$ cat src/rtl/sm4_pkg.sv
// Shared SM4 CK definitions: round count, byte step, sequencer state type and
// the arithmetic CK generator used in place of a 32-entry table.
package sm4_pkg;

  localparam int SM4_ROUNDS  = 32;
  localparam int SM4_CK_STEP = 7;
  // Consecutive CK words advance each byte by 4*7 = 28.
  localparam int SM4_CK_MUL  = 4 * SM4_CK_STEP;

  typedef enum logic {
    ST_IDLE,
    ST_RUN
  } seq_state_t;

  // Byte j (0 = MSB) of CK[i] is (28*i + 7*j) mod 256; 8-bit carries wrap.
  function automatic logic [31:0] sm4_ck(input logic [4:0] i);
    logic [31:0] w;
    logic [7:0]  b;
    w = '0;
    b = 8'({3'b000, i} * 8'(SM4_CK_MUL));
    for (int j = 0; j < 4; j++) begin
      w[31-8*j -: 8] = b;
      b = b + 8'(SM4_CK_STEP);
    end
    return w;
  endfunction

endpackage

$ cat src/rtl/sm4_ck_seq_if.sv
// Bundle between the key-expansion controller (master) and the CK sequencer
// (slave): schedule control, streamed CK beats and the random-access lookup.
interface sm4_ck_seq_if #(
  parameter int LANES = 1
);
  logic                  start;
  logic                  dir;
  logic                  ready;
  logic                  valid;
  logic [32*LANES-1:0]   cki_out;
  logic [4:0]            cki_idx;
  logic                  busy;
  logic                  done;
  logic [4:0]            lut_idx;
  logic [31:0]           lut_ck;

  modport master (
    output start, dir, ready, lut_idx,
    input  valid, cki_out, cki_idx, busy, done, lut_ck
  );

  modport slave (
    input  start, dir, ready, lut_idx,
    output valid, cki_out, cki_idx, busy, done, lut_ck
  );
endinterface

$ cat src/rtl/sm4_ck_word.sv
// Combinational CK word generator: index in, 32-bit round constant out.
module sm4_ck_word
  import sm4_pkg::*;
(
  input  logic [4:0]  idx,
  output logic [31:0] ck
);
  assign ck = sm4_ck(idx);
endmodule

$ cat src/rtl/sm4_ck_seq.sv
// SM4 CK sequencer: streams the 32 round constants LANES per beat, forward or
// reverse, with valid/ready flow control, plus a registered lookup port.
module sm4_ck_seq
  import sm4_pkg::*;
#(
  parameter int LANES  = 1,
  parameter int ROUNDS = SM4_ROUNDS
) (
  input  logic          clk,
  input  logic          rst,
  sm4_ck_seq_if.slave   bus
);
  localparam int         BEATS     = ROUNDS / LANES;
  localparam logic [4:0] STEP      = 5'(LANES);
  localparam logic [4:0] LAST_BEAT = 5'(BEATS - 1);

  seq_state_t          state_reg;
  logic                dir_reg;
  logic [4:0]          base_reg;
  logic [4:0]          beat_reg;
  logic                valid_reg;
  logic                busy_reg;
  logic                done_reg;
  logic [32*LANES-1:0] cki_out_reg;
  logic [4:0]          cki_idx_reg;
  logic [31:0]         lut_ck_reg;

  logic                dir_next;
  logic [4:0]          base_next;
  logic [4:0]          lane_idx [LANES];
  logic [32*LANES-1:0] lane_ck;
  logic [31:0]         lut_word;

  // Base of the beat that would be registered at the next edge: the first
  // beat when idle, the following beat while running.
  always_comb begin
    dir_next  = dir_reg;
    base_next = dir_reg ? base_reg - STEP : base_reg + STEP;
    if (state_reg == ST_IDLE) begin
      dir_next  = bus.dir;
      base_next = bus.dir ? 5'd31 : 5'd0;
    end
  end

  generate
    for (genvar gi = 0; gi < LANES; gi++) begin : g_lane
      assign lane_idx[gi] = dir_next ? base_next - 5'(gi) : base_next + 5'(gi);
      sm4_ck_word u_word (
        .idx (lane_idx[gi]),
        .ck  (lane_ck[32*gi +: 32])
      );
    end
  endgenerate

  sm4_ck_word u_lut_word (
    .idx (bus.lut_idx),
    .ck  (lut_word)
  );

  always_ff @(posedge clk or posedge rst) begin
    if (rst) begin
      state_reg   <= ST_IDLE;
      dir_reg     <= 1'b0;
      base_reg    <= '0;
      beat_reg    <= '0;
      valid_reg   <= 1'b0;
      busy_reg    <= 1'b0;
      done_reg    <= 1'b0;
      cki_out_reg <= '0;
      cki_idx_reg <= '0;
      lut_ck_reg  <= '0;
    end else begin
      lut_ck_reg <= lut_word;
      done_reg   <= 1'b0;
      case (state_reg)
        ST_IDLE: begin
          if (bus.start) begin
            dir_reg     <= dir_next;
            base_reg    <= base_next;
            beat_reg    <= '0;
            cki_out_reg <= lane_ck;
            cki_idx_reg <= base_next;
            valid_reg   <= 1'b1;
            busy_reg    <= 1'b1;
            state_reg   <= ST_RUN;
          end
        end
        ST_RUN: begin
          if (valid_reg && bus.ready) begin
            if (beat_reg == LAST_BEAT) begin
              valid_reg <= 1'b0;
              busy_reg  <= 1'b0;
              done_reg  <= 1'b1;
              state_reg <= ST_IDLE;
            end else begin
              // Next beat loads on the accepting edge, so there is no bubble.
              beat_reg    <= beat_reg + 5'd1;
              base_reg    <= base_next;
              cki_out_reg <= lane_ck;
              cki_idx_reg <= base_next;
            end
          end
        end
        default: state_reg <= ST_IDLE;
      endcase
    end
  end

  assign bus.valid   = valid_reg;
  assign bus.busy    = busy_reg;
  assign bus.done    = done_reg;
  assign bus.cki_out = cki_out_reg;
  assign bus.cki_idx = cki_idx_reg;
  assign bus.lut_ck  = lut_ck_reg;

endmodule

$ cat src/flat_wrapper.sv
// flat-port wrapper written by rule: the top's interface ports become plain ports
module sm4_ck_seq_flat import sm4_pkg::*;
#(
  parameter int LANES  = 1,
  parameter int ROUNDS = SM4_ROUNDS
)
  (clk, rst, bus_start, bus_dir, bus_ready, bus_lut_idx, bus_valid, bus_cki_out, bus_cki_idx, bus_busy, bus_done, bus_lut_ck);
  sm4_ck_seq_if #(.LANES(LANES)) bus_i ();
  input  logic clk;
  input  logic rst;
  input wire logic [$bits(bus_i.start)-1:0] bus_start;
  input wire logic [$bits(bus_i.dir)-1:0] bus_dir;
  input wire logic [$bits(bus_i.ready)-1:0] bus_ready;
  input wire logic [$bits(bus_i.lut_idx)-1:0] bus_lut_idx;
  output wire logic [$bits(bus_i.valid)-1:0] bus_valid;
  output wire logic [$bits(bus_i.cki_out)-1:0] bus_cki_out;
  output wire logic [$bits(bus_i.cki_idx)-1:0] bus_cki_idx;
  output wire logic [$bits(bus_i.busy)-1:0] bus_busy;
  output wire logic [$bits(bus_i.done)-1:0] bus_done;
  output wire logic [$bits(bus_i.lut_ck)-1:0] bus_lut_ck;
  assign bus_i.start = bus_start;
  assign bus_i.dir = bus_dir;
  assign bus_i.ready = bus_ready;
  assign bus_i.lut_idx = bus_lut_idx;
  assign bus_valid = bus_i.valid;
  assign bus_cki_out = bus_i.cki_out;
  assign bus_cki_idx = bus_i.cki_idx;
  assign bus_busy = bus_i.busy;
  assign bus_done = bus_i.done;
  assign bus_lut_ck = bus_i.lut_ck;
  sm4_ck_seq #(.LANES(LANES), .ROUNDS(ROUNDS)) u_core (.clk(clk), .rst(rst), .bus(bus_i));
endmodule
$ cat config.mk
export PLATFORM = sky130hd
export DESIGN_NAME = sm4_ck_seq_flat
export DESIGN_NICKNAME = d
export VERILOG_FILES = /design/src/rtl/sm4_pkg.sv /design/src/rtl/sm4_ck_seq_if.sv /design/src/rtl/sm4_ck_word.sv /design/src/rtl/sm4_ck_seq.sv /design/src/flat_wrapper.sv
export SDC_FILE = /design/constraint.sdc
export NUM_CORES = 1
export LEC_CHECK = 0
export ABC_CLOCK_PERIOD_IN_PS = 5100
export BUFFER_PORTS_ARGS = -buffer_cell sky130_fd_sc_hd__buf_2
export CORE_UTILIZATION = 35
export CTS_CLUSTER_DIAMETER = 100
export DETAILED_ROUTE_END_ITERATION = 6
export PLACE_DENSITY = 0.52
export SLEW_MARGIN = 20
export SYNTH_ARGS = -nofsm -noshare
export SYNTH_HDL_FRONTEND = slang
export SYNTH_HIERARCHICAL = 1
export SYNTH_SLANG_ARGS = --single-unit
$ cat constraint.sdc
create_clock -name clk -period 5.1 [get_ports clk]
set_clock_uncertainty 0.05 [all_clocks]
set_input_delay 0.255 -clock clk [delete_from_list [all_inputs] [get_ports clk]]
set_output_delay 0.255 -clock clk [all_outputs]
set_load 0.02 [all_outputs]
==> flow_summary_export.csv, run 1 <==
group,metric,value,unit
global_route,grt_start_max_net_pins,79,
placed_design,dpl.hpwl,5.37,mm
logic_synthesis,synth_most_common_cell,"sky130_fd_sc_hd__nand2_1",
global_route,antenna_found_initial,0,
sta,setup_repair_after_global_routing_missed_its_margin,"false",
logic_synthesis,netlist-cell-type-count,51,
global_route,grt_remaining_overflow,0,
global_route,grt-busiest-layer,"met2",
setup_path,timing.critical_path.mode_cell,"sky130_fd_sc_hd__fa_1",
layout,area_growth_syn_to_layout,16.3,%
clocking,postCtsResizedCells,0,
floorplanning,fp.dieW,110,µm
floorplanning,core_area,11400,µm²
sta,period_needed,4.29,ns
logic_synthesis,flops_latches_synth,78,
setup_path,cp.buffers_inverters,0,
layout,final_nets,497,
setup_path,critPathTopFamily,"adder cells",
sta,maxSlewHeadroom,0.513,
sta,timing.final.crit_share,0.841,
sta,final_total_negative_setup_slack,0,ns
layout,final_design_area_no_fill,4730,µm²
routing,drt-initial-drc-count,94,
global_route,grt_use_met3,0.0694,
routing,via_count,2737,
routing,drt_pre_antenna_iters,4,
setup_path,worstReg2RegEnd,"u_core/bus.cki_out[7]",
floorplanning,floorplan.initialDensity,0.358,
setup_path,crit_type,"register to register",
global_route,wire_length_of_the_first_global_routing_pass,13.2,mm
status,violations_in_the_final_reports,"negative hold slack",
sta,worstMarginPinSlew,0.731,ns
logic_synthesis,synth_top_cell_area_share,0.480,
routing,antenna_violating_nets_post_route,0,
logic_synthesis,syn_area,4070,µm²
routing,vias_per_cell,4.52,
placed_design,routabilityCongestion,0.829,
global_route,met1_routing_resource_usage_after_global_routing,0.167,
clocking,postCtsSetupBuffers,0,
setup_path,cpMaxStageDelayCell,"sky130_fd_sc_hd__fa_1",
setup_path,critical_path_depth,13,
hold_path,worst_hold_path_type,"input port to async pin",
logic_synthesis,synth_flop_cell,"sky130_fd_sc_hd__dfrtp_1",
layout,diodes,0,
status,run_status,"finished, violations left",
routing,wl,7.83,mm
setup_path,rrSetupSlack,0.81,ns
placed_design,dpl-instance-area,4450,µm²
setup_path,worstRegToRegCells,13,
clocking,clkSlewWorstSetupHoldPaths,0.06,ns
logic_synthesis,syn_inst,387,
global_route,grt_pass1_vias,2747,
clocking,cts_tree,"built",
clocking,cts_htree_levels,3,
logic_synthesis,async_flop_share,1.00,
sta,fin_worst_hold_slack,-0.00310,ns
clocking,ctsLongestPathBuffers,2,
setup_path,critPathRequiredTime,5.33,ns
logic_synthesis,seq_area_frac_synth,0.480,
floorplanning,die_area,12100,µm²
sta,timing.final.setup_violations,0,
clocking,clock-root-buffer,"sky130_fd_sc_hd__clkbuf_16",
setup_path,cp-start-kind,"register",
setup_path,crit_chain,"fa_1 > xnor2_1 > a21oi_1 > fa_1 > ha_1 > fa_1 > a31oi_1 > nor2b_1 > a22o_2 > a21boi_1 > xnor2_1 > nand2_1 > nand2_1",
clocking,numClockSinks,78,
logic_synthesis,synthesis.area_per_instance,10.5,µm²
setup_path,worst-path-max-fanout,10,
floorplanning,ios,82,
run,drv_cap,0,
clocking,worst_skew_pair_latency,0.34,ns
floorplanning,die_h,110,µm
setup_path,worst-endpoint-arrival,4.52,ns
logic_synthesis,synth_top_cells_by_count,"sky130_fd_sc_hd__nand2_1 (106), sky130_fd_sc_hd__dfrtp_1 (78), sky130_fd_sc_hd__buf_4 (27), sky130_fd_sc_hd__inv_1 (21), sky130_fd_sc_hd__ha_1 (19)",
sta,fmaxAchievable,233,MHz
sta,report.final.hold_viol_count,1,
logic_synthesis,ys.warnings.count,6,
setup_path,critPathCapture,"u_core/bus.cki_out[7]",
global_route,total_routing_usage_reported_by_global_routing,0.148,
logic_synthesis,yosys_top_cell_by_area,"sky130_fd_sc_hd__dfrtp_1",
setup_path,critPathCaptureType,"register",
setup_path,r2r-start,"u_core/dir_reg",
layout,post_route_cells_drive_above_1_share,0.255,
setup_path,critical-path-max-stage-delay,0.59,ns
routing,wire_per_inst,12.9,µm
placed_design,place.port_buffers,81,
clocking,cts_inserted_buffers,9,
floorplanning,floorplan.rows,39,
sta,number_of_max_slew_violations_in_the_final_report,0,
logic_synthesis,synth.top_cells.by_area,"sky130_fd_sc_hd__dfrtp_1 (48%), sky130_fd_sc_hd__nand2_1 (9.8%), sky130_fd_sc_hd__ha_1 (5.8%)",
routing,drcViolationCount,0,
logic_synthesis,synth_enable_flop_cells,0,
global_route,grt.met2_usage,0.242,
setup_path,startpoint_of_the_worst_setup_timing_path,"u_core/dir_reg",
clocking,cts-hold-fix-buffers,0,
## area by class of cell
| type | instances | area, µm² |
|---|---|---|
| flip-flops and latches | 78 | 1950 |
| inverters | 21 | 80.1 |
| repair buffers | 84 | 432 |
| multi-input cells | 263 | 1810 |
| clock buffers | 10 | 239 |
| fillers | 1121 | 6640 |
| clock inverters | 6 | 37.5 |
| well taps | 143 | 179 |
## placed cells by master, fill, tap and decap left out, types with 3 or more instances in the layout
cell                         instances
sky130_fd_sc_hd__nand2_1           106
sky130_fd_sc_hd__buf_2              81
sky130_fd_sc_hd__dfrtp_1            78
sky130_fd_sc_hd__inv_1              20
sky130_fd_sc_hd__ha_1               19
sky130_fd_sc_hd__conb_1             16
sky130_fd_sc_hd__xnor2_1            13
sky130_fd_sc_hd__fa_1               11
sky130_fd_sc_hd__nor2_1             10
sky130_fd_sc_hd__clkbuf_16           9
sky130_fd_sc_hd__a21oi_1             7
sky130_fd_sc_hd__nand3_1             6
sky130_fd_sc_hd__nand4_1             5
sky130_fd_sc_hd__xor2_1              5
sky130_fd_sc_hd__clkinv_2            4
sky130_fd_sc_hd__a21o_1              4
sky130_fd_sc_hd__nor3_1              4
sky130_fd_sc_hd__xnor2_2             4
sky130_fd_sc_hd__clkinvlp_4          3
sky130_fd_sc_hd__nor2b_1             3
sky130_fd_sc_hd__a22o_1              3
sky130_fd_sc_hd__o21ai_1             3
sky130_fd_sc_hd__a31oi_1             3
## cells by family (layout without fill, tap and decap cells)
logic type | after synthesis | in the layout | share of synthesized area
AND/OR/NAND/NOR | 150 | 150 | 0.165
flip-flops | 78 | 78 | 0.480
buffers and inverters | 58 | 121 | 0.0861
AO/OA/AOI/OAI | 38 | 38 | 0.0744
adder cells (fa/ha/maj) | 30 | 30 | 0.113
XOR/XNOR | 25 | 25 | 0.0683
other | 4 | 16 | 0.00369
multiplexers | 4 | 4 | 0.0105
## worst register-to-register path, cell delays in order (launching register included)
cell	delay (ns)
sky130_fd_sc_hd__dfrtp_1	0.50
sky130_fd_sc_hd__fa_1	0.46
sky130_fd_sc_hd__xnor2_1	0.14
sky130_fd_sc_hd__a21oi_1	0.48
sky130_fd_sc_hd__fa_1	0.53
sky130_fd_sc_hd__ha_1	0.23
sky130_fd_sc_hd__fa_1	0.59
sky130_fd_sc_hd__a31oi_1	0.36
sky130_fd_sc_hd__nor2b_1	0.15
sky130_fd_sc_hd__a22o_2	0.28
sky130_fd_sc_hd__a21boi_1	0.17
sky130_fd_sc_hd__xnor2_1	0.13
sky130_fd_sc_hd__nand2_1	0.06
sky130_fd_sc_hd__nand2_1	0.08
## metrics by stage
step                std cells  worst slack, ns  utilization
floorplan                 399             1.08            -
global placement          589            0.935        0.391
detailed placement        589            0.808        0.391
CTS                       605            0.796        0.416
global route              605            0.561        0.416
finish                    605            0.810        0.416
## per-layer routing
| metal | vias up | part of all wire |
|---|---|---|
| met5 | - | 0 |
| met4 | 0 | 0.014 |
| met3 | 7 | 0.070 |
| met2 | 63 | 0.49 |
| met1 | 1315 | 0.43 |
| li1 | 1352 | - |
## worst min path at each step
stage / end / slack (ns) / depth (start not counted)
after floorplan: u_core/bus.lut_ck[2] / 0.30 / 1
after global placement: u_core/bus.cki_out[16] / 0.39 / 2
after detailed placement: u_core/bus.cki_out[0] / 0.40 / 2
after CTS: u_core/bus.lut_ck[26] / 0.07 / 1
after global routing: u_core/bus.lut_ck[26] / 0.08 / 1
final: u_core/bus.lut_ck[16] / -0.003 / 3
Power of run 1 is not shown: default switching activity piles up to over one toggle a cycle in this logic, so the estimate is an artifact.
==> inputs of run 2 (changes only) <==
--- a/config.mk
+++ b/config.mk
@@ -5,12 +5,12 @@
 export SDC_FILE = /design/constraint.sdc
 export NUM_CORES = 1
 export LEC_CHECK = 0
-export ABC_CLOCK_PERIOD_IN_PS = 5100
+export ABC_CLOCK_PERIOD_IN_PS = 3500
 export BUFFER_PORTS_ARGS = -buffer_cell sky130_fd_sc_hd__buf_2
 export CORE_UTILIZATION = 35
 export CTS_CLUSTER_DIAMETER = 100
 export DETAILED_ROUTE_END_ITERATION = 6
-export PLACE_DENSITY = 0.52
+export PLACE_DENSITY = 0.54
 export SLEW_MARGIN = 20
 export SYNTH_ARGS = -nofsm -noshare
 export SYNTH_HDL_FRONTEND = slang
==> constraint.sdc (replaced) <==
create_clock -name clk -period 3.5 [get_ports clk]
set_clock_uncertainty 0.05 [all_clocks]
set_input_delay 0.175 -clock clk [delete_from_list [all_inputs] [get_ports clk]]
set_output_delay 0.175 -clock clk [all_outputs]
set_load 0.02 [all_outputs]
==> run 2 against run 1 <==
Cell count up 5.5%. Register-to-register slack got worse by 1.0 ns. Clock-buffer cell count decreased by 1. Critical path depth rose by 3. The flow finishes with violations (negative setup slack). Global-route usage up 0.21 points. Worst setup slack worse by 1.0 ns. Sequential share of layout area shrank 3.8 points. Fmax up 15%. Die area did not move. Core utilization increased by 4.3 points. Critical path type unchanged.
==> flow_summary_export.csv, run 2 (synthesis gave the netlist of run 1 again) <==
group,metric,value,unit
layout,final_design_area_no_fill,5220,µm²
setup_path,critical-path-max-stage-delay,0.71,ns
placed_design,dpl-instance-area,4730,µm²
setup_path,r2r-start,"u_core/dir_reg",
setup_path,crit_type,"register to register",
run,drv_cap,0,
global_route,grt_start_max_net_pins,51,
sta,fin_worst_hold_slack,0.0144,ns
sta,setup_repair_after_global_routing_missed_its_margin,"true",
setup_path,critPathRequiredTime,3.67,ns
hold_path,hold_depth,1,
routing,wl,8.30,mm
floorplanning,die_area,12100,µm²
setup_path,worstRegToRegCells,16,
routing,drt-initial-drc-count,61,
global_route,wire_length_of_the_first_global_routing_pass,13.4,mm
floorplanning,floorplan.rows,39,
setup_path,critPathCaptureType,"register",
routing,drt_pre_antenna_iters,4,
floorplanning,ios,82,
sta,period_needed,3.73,ns
clocking,ctsLongestPathBuffers,2,
setup_path,cp-start-kind,"register",
floorplanning,fp.dieW,110,µm
layout,area_growth_syn_to_layout,28.3,%
routing,via_count,2874,
floorplanning,die_h,110,µm
clocking,clock-root-buffer,"sky130_fd_sc_hd__clkbuf_16",
sta,fmaxAchievable,268,MHz
placed_design,dpl.hpwl,5.73,mm
setup_path,worst-path-max-fanout,8,
setup_path,cpMaxStageDelayCell,"sky130_fd_sc_hd__fa_2",
routing,antenna_violating_nets_post_route,0,
sta,timing.final.crit_share,1.07,
routing,vias_per_cell,4.50,
routing,wire_per_inst,13.0,µm
status,run_status,"finished, violations left",
setup_path,worst-endpoint-arrival,3.91,ns
hold_path,min-delay-start,"bus_lut_idx[0]",
layout,final_util,0.459,
hold_path,hold-path-endpoint,"u_core/bus.lut_ck[26]",
layout,layout_common_cells,"sky130_fd_sc_hd__nand2_1 (105), sky130_fd_sc_hd__buf_2 (81), sky130_fd_sc_hd__dfrtp_1 (75)",
layout,final_nets,530,
placed_design,place_ws,-0.306,ns
setup_path,worstReg2RegEnd,"u_core/bus.cki_out[6]",
status,violations_in_the_final_reports,"negative setup slack",
layout,post_route_cells_drive_above_1_share,0.360,
global_route,grt_remaining_overflow,0,
clocking,worst_skew_pair_latency,0.33,ns
global_route,grt_pass1_vias,2831,
clocking,cts_tree,"built",
setup_path,crit_chain,"buf_6 > ha_4 > nor2_1 > mux2i_1 > a21o_1 > nand2_2 > fa_1 > fa_2 > buf_6 > xnor2_4 > xnor2_2 > or3b_4 > nand2_1 > o21ai_1 > nand2_1 > nand2_1",
clocking,clkSlewWorstSetupHoldPaths,0.06,ns
setup_path,timing.critical_path.mode_cell,"sky130_fd_sc_hd__nand2_1",
sta,report.final.hold_viol_count,0,
floorplanning,floorplan.initialDensity,0.358,
placed_design,place.port_buffers,81,
clocking,numClockSinks,78,
layout,n_fill_cell,1091,
sta,worstMarginPinSlew,0.889,ns
layout,final_common_cell,"sky130_fd_sc_hd__nand2_1",
clocking,cts_htree_levels,3,
sta,setup_ws,-0.234,ns
placed_design,routabilityCongestion,0.759,
global_route,total_routing_usage_reported_by_global_routing,0.150,
hold_path,worst_hold_path_type,"input port to register",
routing,drcViolationCount,0,
floorplanning,core_area,11400,µm²
layout,diodes,0,
sta,maxSlewHeadroom,0.407,
clocking,cts_inserted_buffers,9,
global_route,antenna_found_initial,0,
layout,sequential_cell_area,1960,µm²
sta,number_of_max_slew_violations_in_the_final_report,0,
layout,multiInputGateArea,2000,µm²
setup_path,rrSetupSlack,-0.23,ns
sta,timing.final.setup_violations,3,
run 2: through the flow:
stage          setup TNS (ns)  std cells
2_1_floorplan          -0.213        399
3_3_place_gp           -0.482        613
3_5_place_dp           -0.803        613
4_1_cts                -0.424        636
5_1_grt                 -1.27        638
6_report               -0.534        638
run 2: worst max path at each step:
stage                     cells after the start             startpoint                     to  slack (ns)
after global placement                       14         u_core/dir_reg  u_core/bus.cki_out[7]       -0.21
final                                        16         u_core/dir_reg  u_core/bus.cki_out[6]       -0.23
after detailed placement                     14         u_core/dir_reg  u_core/bus.cki_out[7]       -0.31
after global routing                         15         u_core/dir_reg  u_core/bus.cki_out[6]       -0.38
after CTS                                    13  u_core/bus.cki_idx[0]  u_core/bus.cki_out[7]       -0.19
after floorplan                              14  u_core/bus.cki_idx[1]  u_core/bus.cki_out[7]       -0.11
run 2: critical path: cells and delay by family, from the launching register on:
kind	cells	cell delay, ns
AO/OA/AOI/OAI	2	0.23
flip-flops	1	0.46
AND/OR/NAND/NOR	6	0.71
XOR/XNOR	2	0.21
buffers and inverters	2	0.28
adder cells (fa/ha/maj)	3	1.52
multiplexers	1	0.14
run 2: layout make-up:
class | count | area share
multi-input combinational | 263 | 0.383
sequential | 78 | 0.375
timing repair buffer | 117 | 0.131
clock buffer | 9 | 0.0431
tap | 143 | 0.0343
clock inverter | 7 | 0.0187
inverter | 21 | 0.0153
run 2: what timing repair did:
action,4_1_cts,5_1_grt
buffers inserted,6,3
resized for setup,4,16
hold endpoints to repair,49,0
setup endpoints to repair,6,7
hold buffers,1,0
pin swaps,7,16
run 2: per-layer routing:
metal  track usage  part of all wire  vias to the layer above
met5             0                 0                        -
met3        0.0350             0.040                       19
met1         0.174              0.44                     1368
met4        0.0848             0.025                        0
li1              -                 -                     1422
met2         0.253              0.50                       65
Power of run 2 is left out for the same reason.
